`config.mk`:
```
export PLATFORM = sky130hd
export DESIGN_NAME = rot_square_ctrl
export DESIGN_NICKNAME = d
export VERILOG_FILES = /design/src/rtl/rot_sq_pkg.sv /design/src/rtl/rot_square_ctrl_disp_mux4.sv /design/src/rtl/rot_square_ctrl.sv
export SDC_FILE = /design/constraint.sdc
export NUM_CORES = 1
export LEC_CHECK = 0
export ABC_AREA = 1
export CAP_MARGIN = 20
export CORE_ASPECT_RATIO = 1.25
export CORE_MARGIN = 3
export CORE_UTILIZATION = 46
export CTS_BUF_LIST = sky130_fd_sc_hd__clkbuf_8
export CTS_CLUSTER_DIAMETER = 150
export DETAILED_ROUTE_END_ITERATION = 12
export PLACE_DENSITY = 0.7
export SETUP_SLACK_MARGIN = 0.5
export SLEW_MARGIN = 20
export SYNTH_ARGS = -nofsm -noshare
export SYNTH_HDL_FRONTEND = slang
export SYNTH_SLANG_ARGS = --single-unit
```
`constraint.sdc`:
```
create_clock -name clk -period 1.5 [get_ports clk]
set_input_delay 0.225 -clock clk [delete_from_list [all_inputs] [get_ports clk]]
set_output_delay 0.225 -clock clk [all_outputs]
set_load 0.01 [all_outputs]
```
`src/rtl/rot_sq_pkg.sv`:
```
// Shared constants and the position-to-digit mapping for the rotating-square animation.
package rot_sq_pkg;

  localparam logic [7:0] SEG_TOP   = 8'h9C;
  localparam logic [7:0] SEG_BOT   = 8'hA3;
  localparam logic [7:0] SEG_BLANK = 8'hFF;
  localparam int         NUM_POS   = 8;

  typedef struct packed {
    logic [1:0] digit;
    logic [7:0] code;
  } digit_map_t;

  // Upper half walks digits 3..0 (left to right), lower half walks 0..3 back.
  function automatic digit_map_t pos_map(input logic [2:0] p);
    digit_map_t m;
    if (!p[2]) begin
      m.digit = 2'd3 - p[1:0];
      m.code  = SEG_TOP;
    end else begin
      m.digit = p[1:0];
      m.code  = SEG_BOT;
    end
    return m;
  endfunction

endpackage

```
`src/rtl/rot_square_ctrl_disp_mux4.sv`:
```
// Four-digit time-multiplexer: free-running refresh counter, digit select, registered an/sseg.
module disp_mux4 #(
  parameter int REFRESH_BITS = 18
) (
  input  logic            clk,
  input  logic            reset,
  input  logic [3:0][7:0] codes,
  output logic [3:0]      an,
  output logic [7:0]      sseg
);
  import rot_sq_pkg::*;

  logic [REFRESH_BITS-1:0] cnt;
  logic [1:0]              sel;

  assign sel = cnt[REFRESH_BITS-1:REFRESH_BITS-2];

  // Outputs sample the pre-edge counter, so they trail cnt by one cycle.
  always_ff @(posedge clk or posedge reset) begin
    if (reset) begin
      cnt  <= '0;
      an   <= 4'b1111;
      sseg <= SEG_BLANK;
    end else begin
      cnt  <= cnt + {{(REFRESH_BITS-1){1'b0}}, 1'b1};
      an   <= ~(4'b0001 << sel);
      sseg <= codes[sel];
    end
  end

endmodule

```
`src/rtl/rot_square_ctrl.sv`:
```
// Rotating-square controller: 8-position loop stepped by tick, shown on a 4-digit display.
module rot_square_ctrl #(
  parameter int REFRESH_BITS = 18
) (
  input  logic       clk,
  input  logic       reset,
  input  logic       tick,
  input  logic       en,
  input  logic       cw,
  output logic [3:0] an,
  output logic [7:0] sseg,
  output logic [2:0] pos
);
  import rot_sq_pkg::*;

  digit_map_t      pmap;
  logic [3:0][7:0] codes;

  // tick is a level qualifier, not an edge: a held tick steps once per cycle.
  always_ff @(posedge clk or posedge reset) begin
    if (reset) begin
      pos <= 3'd0;
    end else if (tick && en) begin
      pos <= cw ? pos + 3'd1 : pos - 3'd1;
    end
  end

  assign pmap = pos_map(pos);

  always_comb begin
    codes = {4{SEG_BLANK}};
    for (int d = 0; d < 4; d++) begin
      if (pmap.digit == 2'(d)) codes[d] = pmap.code;
    end
  end

  disp_mux4 #(.REFRESH_BITS(REFRESH_BITS)) u_disp (
    .clk   (clk),
    .reset (reset),
    .codes (codes),
    .an    (an),
    .sseg  (sseg)
  );

endmodule
```
---- Word-level counts from Yosys, hierarchy flattened ----
Index checks and enable logic that the tools add are counted.
W data, S select, Z words.
operators by class
  add/subtract/negate cells ............... 4
  reductions and logical operators ........ 2
  shift-type cells ........................ 1
  bitwise operators ....................... 1
  mux-type cells .......................... 8
  order comparisons ....................... 1
  equal/unequal tests ..................... 3
operators with widths
  kind                     count
  $mux W8                  5
  $add A18 B1 Y18 const B  1
  $bmux W8 S2              1
  $mux W10                 1
  $eq A2 B2 Y1 const B     2
  $not A4 Y4               1
  $shl A1 B2 Y4 const A    1
  $add A3 B1 Y3 const B    1
  $lt A2 B3 Y1 const B     1
  $mux W3                  1
  $sub A3 B1 Y3 const B    1
  $eq A2 B1 Y1 const B     1
  $logic_not A2 Y1         1
  $sub A2 B2 Y2 const A    1
  $logic_and A1 B1 Y1      1
word-level totals
  logic and storage cells ................. 24
  output and inout port bits .............. 15
  flip-flop bits (word level) ............. 33

---- Longest topological paths before layout ----
  depth after elaboration ................. 6
  gate-level depth with buffers ........... 8
  depth with buffers taken out ............ 8

---- By module ----
Synthesis repeated with hierarchy kept, for this count alone.
unflattened totals
  cells, all modules ...................... 200
  area total of the unflattened synthesis .. 1655.3 um^2
by module, submodules not included
  module           cells an instance  times used  seq. area each (um^2)  area each (um^2)
  disp_mux4        157                1           765.7                  1383.8
  rot_square_ctrl  43                 1           75.1                   271.5

---- Least setup slack after synthesis ----
Ideal clock, no wire load.
  path type ............................... register to register
  start ................................... register pos[0]
  end ..................................... register pos[1]
  arrival ................................. 1.154 ns
  path slack .............................. 0.222 ns
  library setup time ...................... 0.125 ns
  cell stages (with the launch flop) ...... 3
  cell sequence ........................... dfrtp_1 fa_1 mux2_2
on the way
  longest elaborated chain between the ends .. 2
  elaborated cells between the ends (all ways) .. 3
  classes of those cells .................. add/sub (2); mux (1)
ends and longest elaborated chain
  element                                         RTL line               RTL
  from (decl)                                     rot_square_ctrl.sv:12  output logic [2:0] pos
  from (signal assigned)                          rot_square_ctrl.sv:24  pos <= cw ? pos + 3'd1 : pos - 3'd1;
  $sub A3 B1 Y3 or $add A3 B1 Y3 (tied branches)  rot_square_ctrl.sv:24
  $mux W3 (*)                                     rot_square_ctrl.sv:24
Mark *: on every way between the ends. The rest lies on a longest branch, timed or not.
A chain may end at the register's enable or synchronous reset.

---- Worst setup path after layout ----
Same ends and word-level chain as after synthesis.

==> run summary <==
Maximum vdd drop -> 0.807 mV
Max_cap viols -> 0
Vias per cell -> 4.79
Min cycle time layout -> 1.34 ns
Post-synthesis net count -> 147
Total wire length -> 3.12 mm
Synth unique cells -> 22
RSZ-0062 raised after global routing -> true
Outcome -> finished clean
Wirelength per Cell -> 14.0 um
I/O Pins -> 20
First-pass GRT wire length -> 4.97 mm
Crit path launch -> pos[0]$_DFFE_PP0P_
DRT Pass-1 Iters -> 4
FF-to-FF End -> pos[1]$_DFFE_PP0P_
CP max-delay cell -> dfrtp_2
Final setup violation count -> 0
Crit path capture -> pos[1]$_DFFE_PP0P_
Fin nets -> 196
Overall routing resource usage -> 19.5%
Most common cell after layout, fill and taps aside -> nand2_1
Avg Cell Area, Syn -> 9.49 sq um
# DRC -> 0
NetSw -> 0.692 mW
CTS H-tree depth -> 1
Starting density of the core -> 48.6%
Slowest cell delay on critical path -> 0.42 ns
Initial drt markers -> 34
Pins over their slew limit -> 0
Sequential area share after synthesis -> 53.4%
Initial antenna violation count -> 0
Core Area -> 2730 sq um
Fin util -> 75.1%
Clk_skew -> 0.00221 ns
Critical-path cell list -> buf_6 > fa_2 > mux2_4
Port bufs -> 18
Diode count -> 0
Fmax -> 0.749 GHz
Global route total overflow -> 0
Data arrival time of the critical path -> 1.51 ns
R2R depth -> 3
Pint -> 1.76 mW
CTS max path bufs -> 2
Critical path buffer and inverter count -> 1
Hpwl dp -> 1.63 mm
Die Span Y -> 66.1 um
FF+latch count, synth -> 28
Worst endpoint required time -> 1.67 ns
Largest net degree at the start of global routing -> 29
TritonCTS Sinks -> 28
Die Wd -> 54.1 um
CTS Buf Count -> 3
Hold Crit Class -> in2async
Layout cell share with drive strength beyond 1 -> 52.1%
Setup TNS -> 0 ns
Mapped cell area -> 1330 sq um
Fin Hold WS -> 0.303 ns
Worst setup EP type -> flip-flop
Synth Instances -> 140
Cell area after layout -> 2050 sq um
Worst-path maximum fanout -> 2
Clk pin slew, worst setup/hold paths -> 0.09 ns
Yosys warns -> 0
Most frequent cells in the layout -> 28 x nand2_1, 24 x buf_4, 19 x buf_6
Pre-CTS setup slack -> -0.107 ns
Sequential power share -> 37.5%
Final WS setup -> 0.165 ns
DIE AREA -> 3570 sq um
Reg2Reg Setup Slack -> 0.16 ns
GP Congestion -> 0.772
Number of global-route vias before repair -> 1096
Post-DRT Antenna Nets -> 0
Clk pwr share -> 24.3%
Tot Pwr -> 2.45 mW
Inst Count DP -> 189
Crit path depth -> 3
Final hold violation count -> 0
Total number of vias -> 1064
Switching Fraction -> 28.2%
Finished Layout Cells -> 222
P&R area growth vs syn -> 54.4%
Logic pwr share -> 38.2%
Kind of critical path -> reg2reg
CTS Hold Buffers Added -> 0
PwrDens -> 1200 nW/um^2
Clock root cell -> clkbuf_8
Largest delay share family, worst path -> flip-flops
CP Launch Type -> flip-flop
Row cnt -> 21
Later-pin clock latency in the skew report -> 0.28 ns
DP Area -> 1540 sq um
CTS tree -> built
Leak -> 0.981 nW
Final period utilization -> 89.0%
R2R Path Start -> pos[0]$_DFFE_PP0P_
==> per-layer routing <==
| layer | vias up | global-route usage, % | share of wire [%] |
|---|---|---|---|
| li1 | 507 | - | - |
| met1 | 535 | 22.9 | 41 |
| met2 | 16 | 35.0 | 55 |
| met3 | 6 | 2.26 | 2.4 |
| met4 | 0 | 7.48 | 2.2 |
| met5 | - | 0 | 0 |
==> how the worst min path moves through the flow <==
stage	cells after the start	slack (ns)	endpoint	from
after floorplan	1	0.29	pos[1]$_DFFE_PP0P_	reset
after global placement	2	0.48	u_disp.cnt[14]$_DFF_PP0_	u_disp.cnt[14]$_DFF_PP0_
after detailed placement	1	0.49	u_disp.cnt[7]$_DFF_PP0_	u_disp.cnt[7]$_DFF_PP0_
after CTS	3	0.31	u_disp.cnt[14]$_DFF_PP0_	reset
after global routing	3	0.36	u_disp.cnt[14]$_DFF_PP0_	reset
final	3	0.30	u_disp.cnt[14]$_DFF_PP0_	reset
==> registers in the layout (all words and copies together), names as in the netlist <==
signal	flops
u_disp.cnt	18
u_disp.an	4
pos	3
u_disp.sseg	3
==> tightest hold or removal path: stages <==
cell	delay, ns
clkdlybuf4s50_1	0.40
inv_1	0.05
buf_4	0.32
==> synth_stat cells (all sizes together) <==
| cell type | count | area share, % |
|---|---|---|
| nand2 | 39 | 12 |
| mux2 | 1 | 0.85 |
| conb | 1 | 0.28 |
| nor3 | 1 | 0.38 |
| xnor2 | 6 | 4.0 |
| o21ai | 1 | 0.38 |
| buf | 6 | 3.2 |
| dfrtp | 21 | 40 |
| dfstp | 7 | 14 |
| inv | 16 | 4.5 |
| nor2 | 21 | 8.0 |
| xor2 | 13 | 8.6 |
| nand3 | 5 | 2.3 |
| ha | 1 | 0.94 |
| fa | 1 | 1.5 |
==> timing repair <==
item,in CTS,in global routing
gates cloned,0,0
setup buffers,20,9
pin swaps,13,19
endpoints found under the setup margin,33,35
resized for setup,90,27
==> cell families after synthesis <==
logic type,Yosys count,synth area share [%]
AND/OR/NAND/NOR,66,22.4
flip-flops,28,53.4
buffers and inverters,22,7.72
XOR/XNOR,19,12.5
adder cells (fa/ha/maj),2,2.45
other,1,0.282
AO/OA/AOI/OAI,1,0.376
multiplexers,1,0.847
==> layout make-up <==
| type | instances | area (sq um) |
|---|---|---|
| Clock inverter | 1 | 30.0 |
| Multi-Input combinational cell | 90 | 698 |
| Tap cell | 34 | 42.5 |
| Fill cell | 164 | 681 |
| Clock buffer | 3 | 41.3 |
| Sequential cell | 28 | 713 |
| Inverter | 16 | 62.6 |
| Timing Repair Buffer | 50 | 464 |
==> power groups by stage <==
stage                     combinational [mW]  sequential (mW)  clock (mW)
after floorplan                        0.307            0.979           0
after global placement                 0.544            0.943           0
after detailed placement               0.564            0.950           0
after CTS                              0.736            0.899       0.606
after global routing                    1.03            0.926       0.645
final                                  0.937            0.920       0.597
Power figures use the tool's default switching activity.
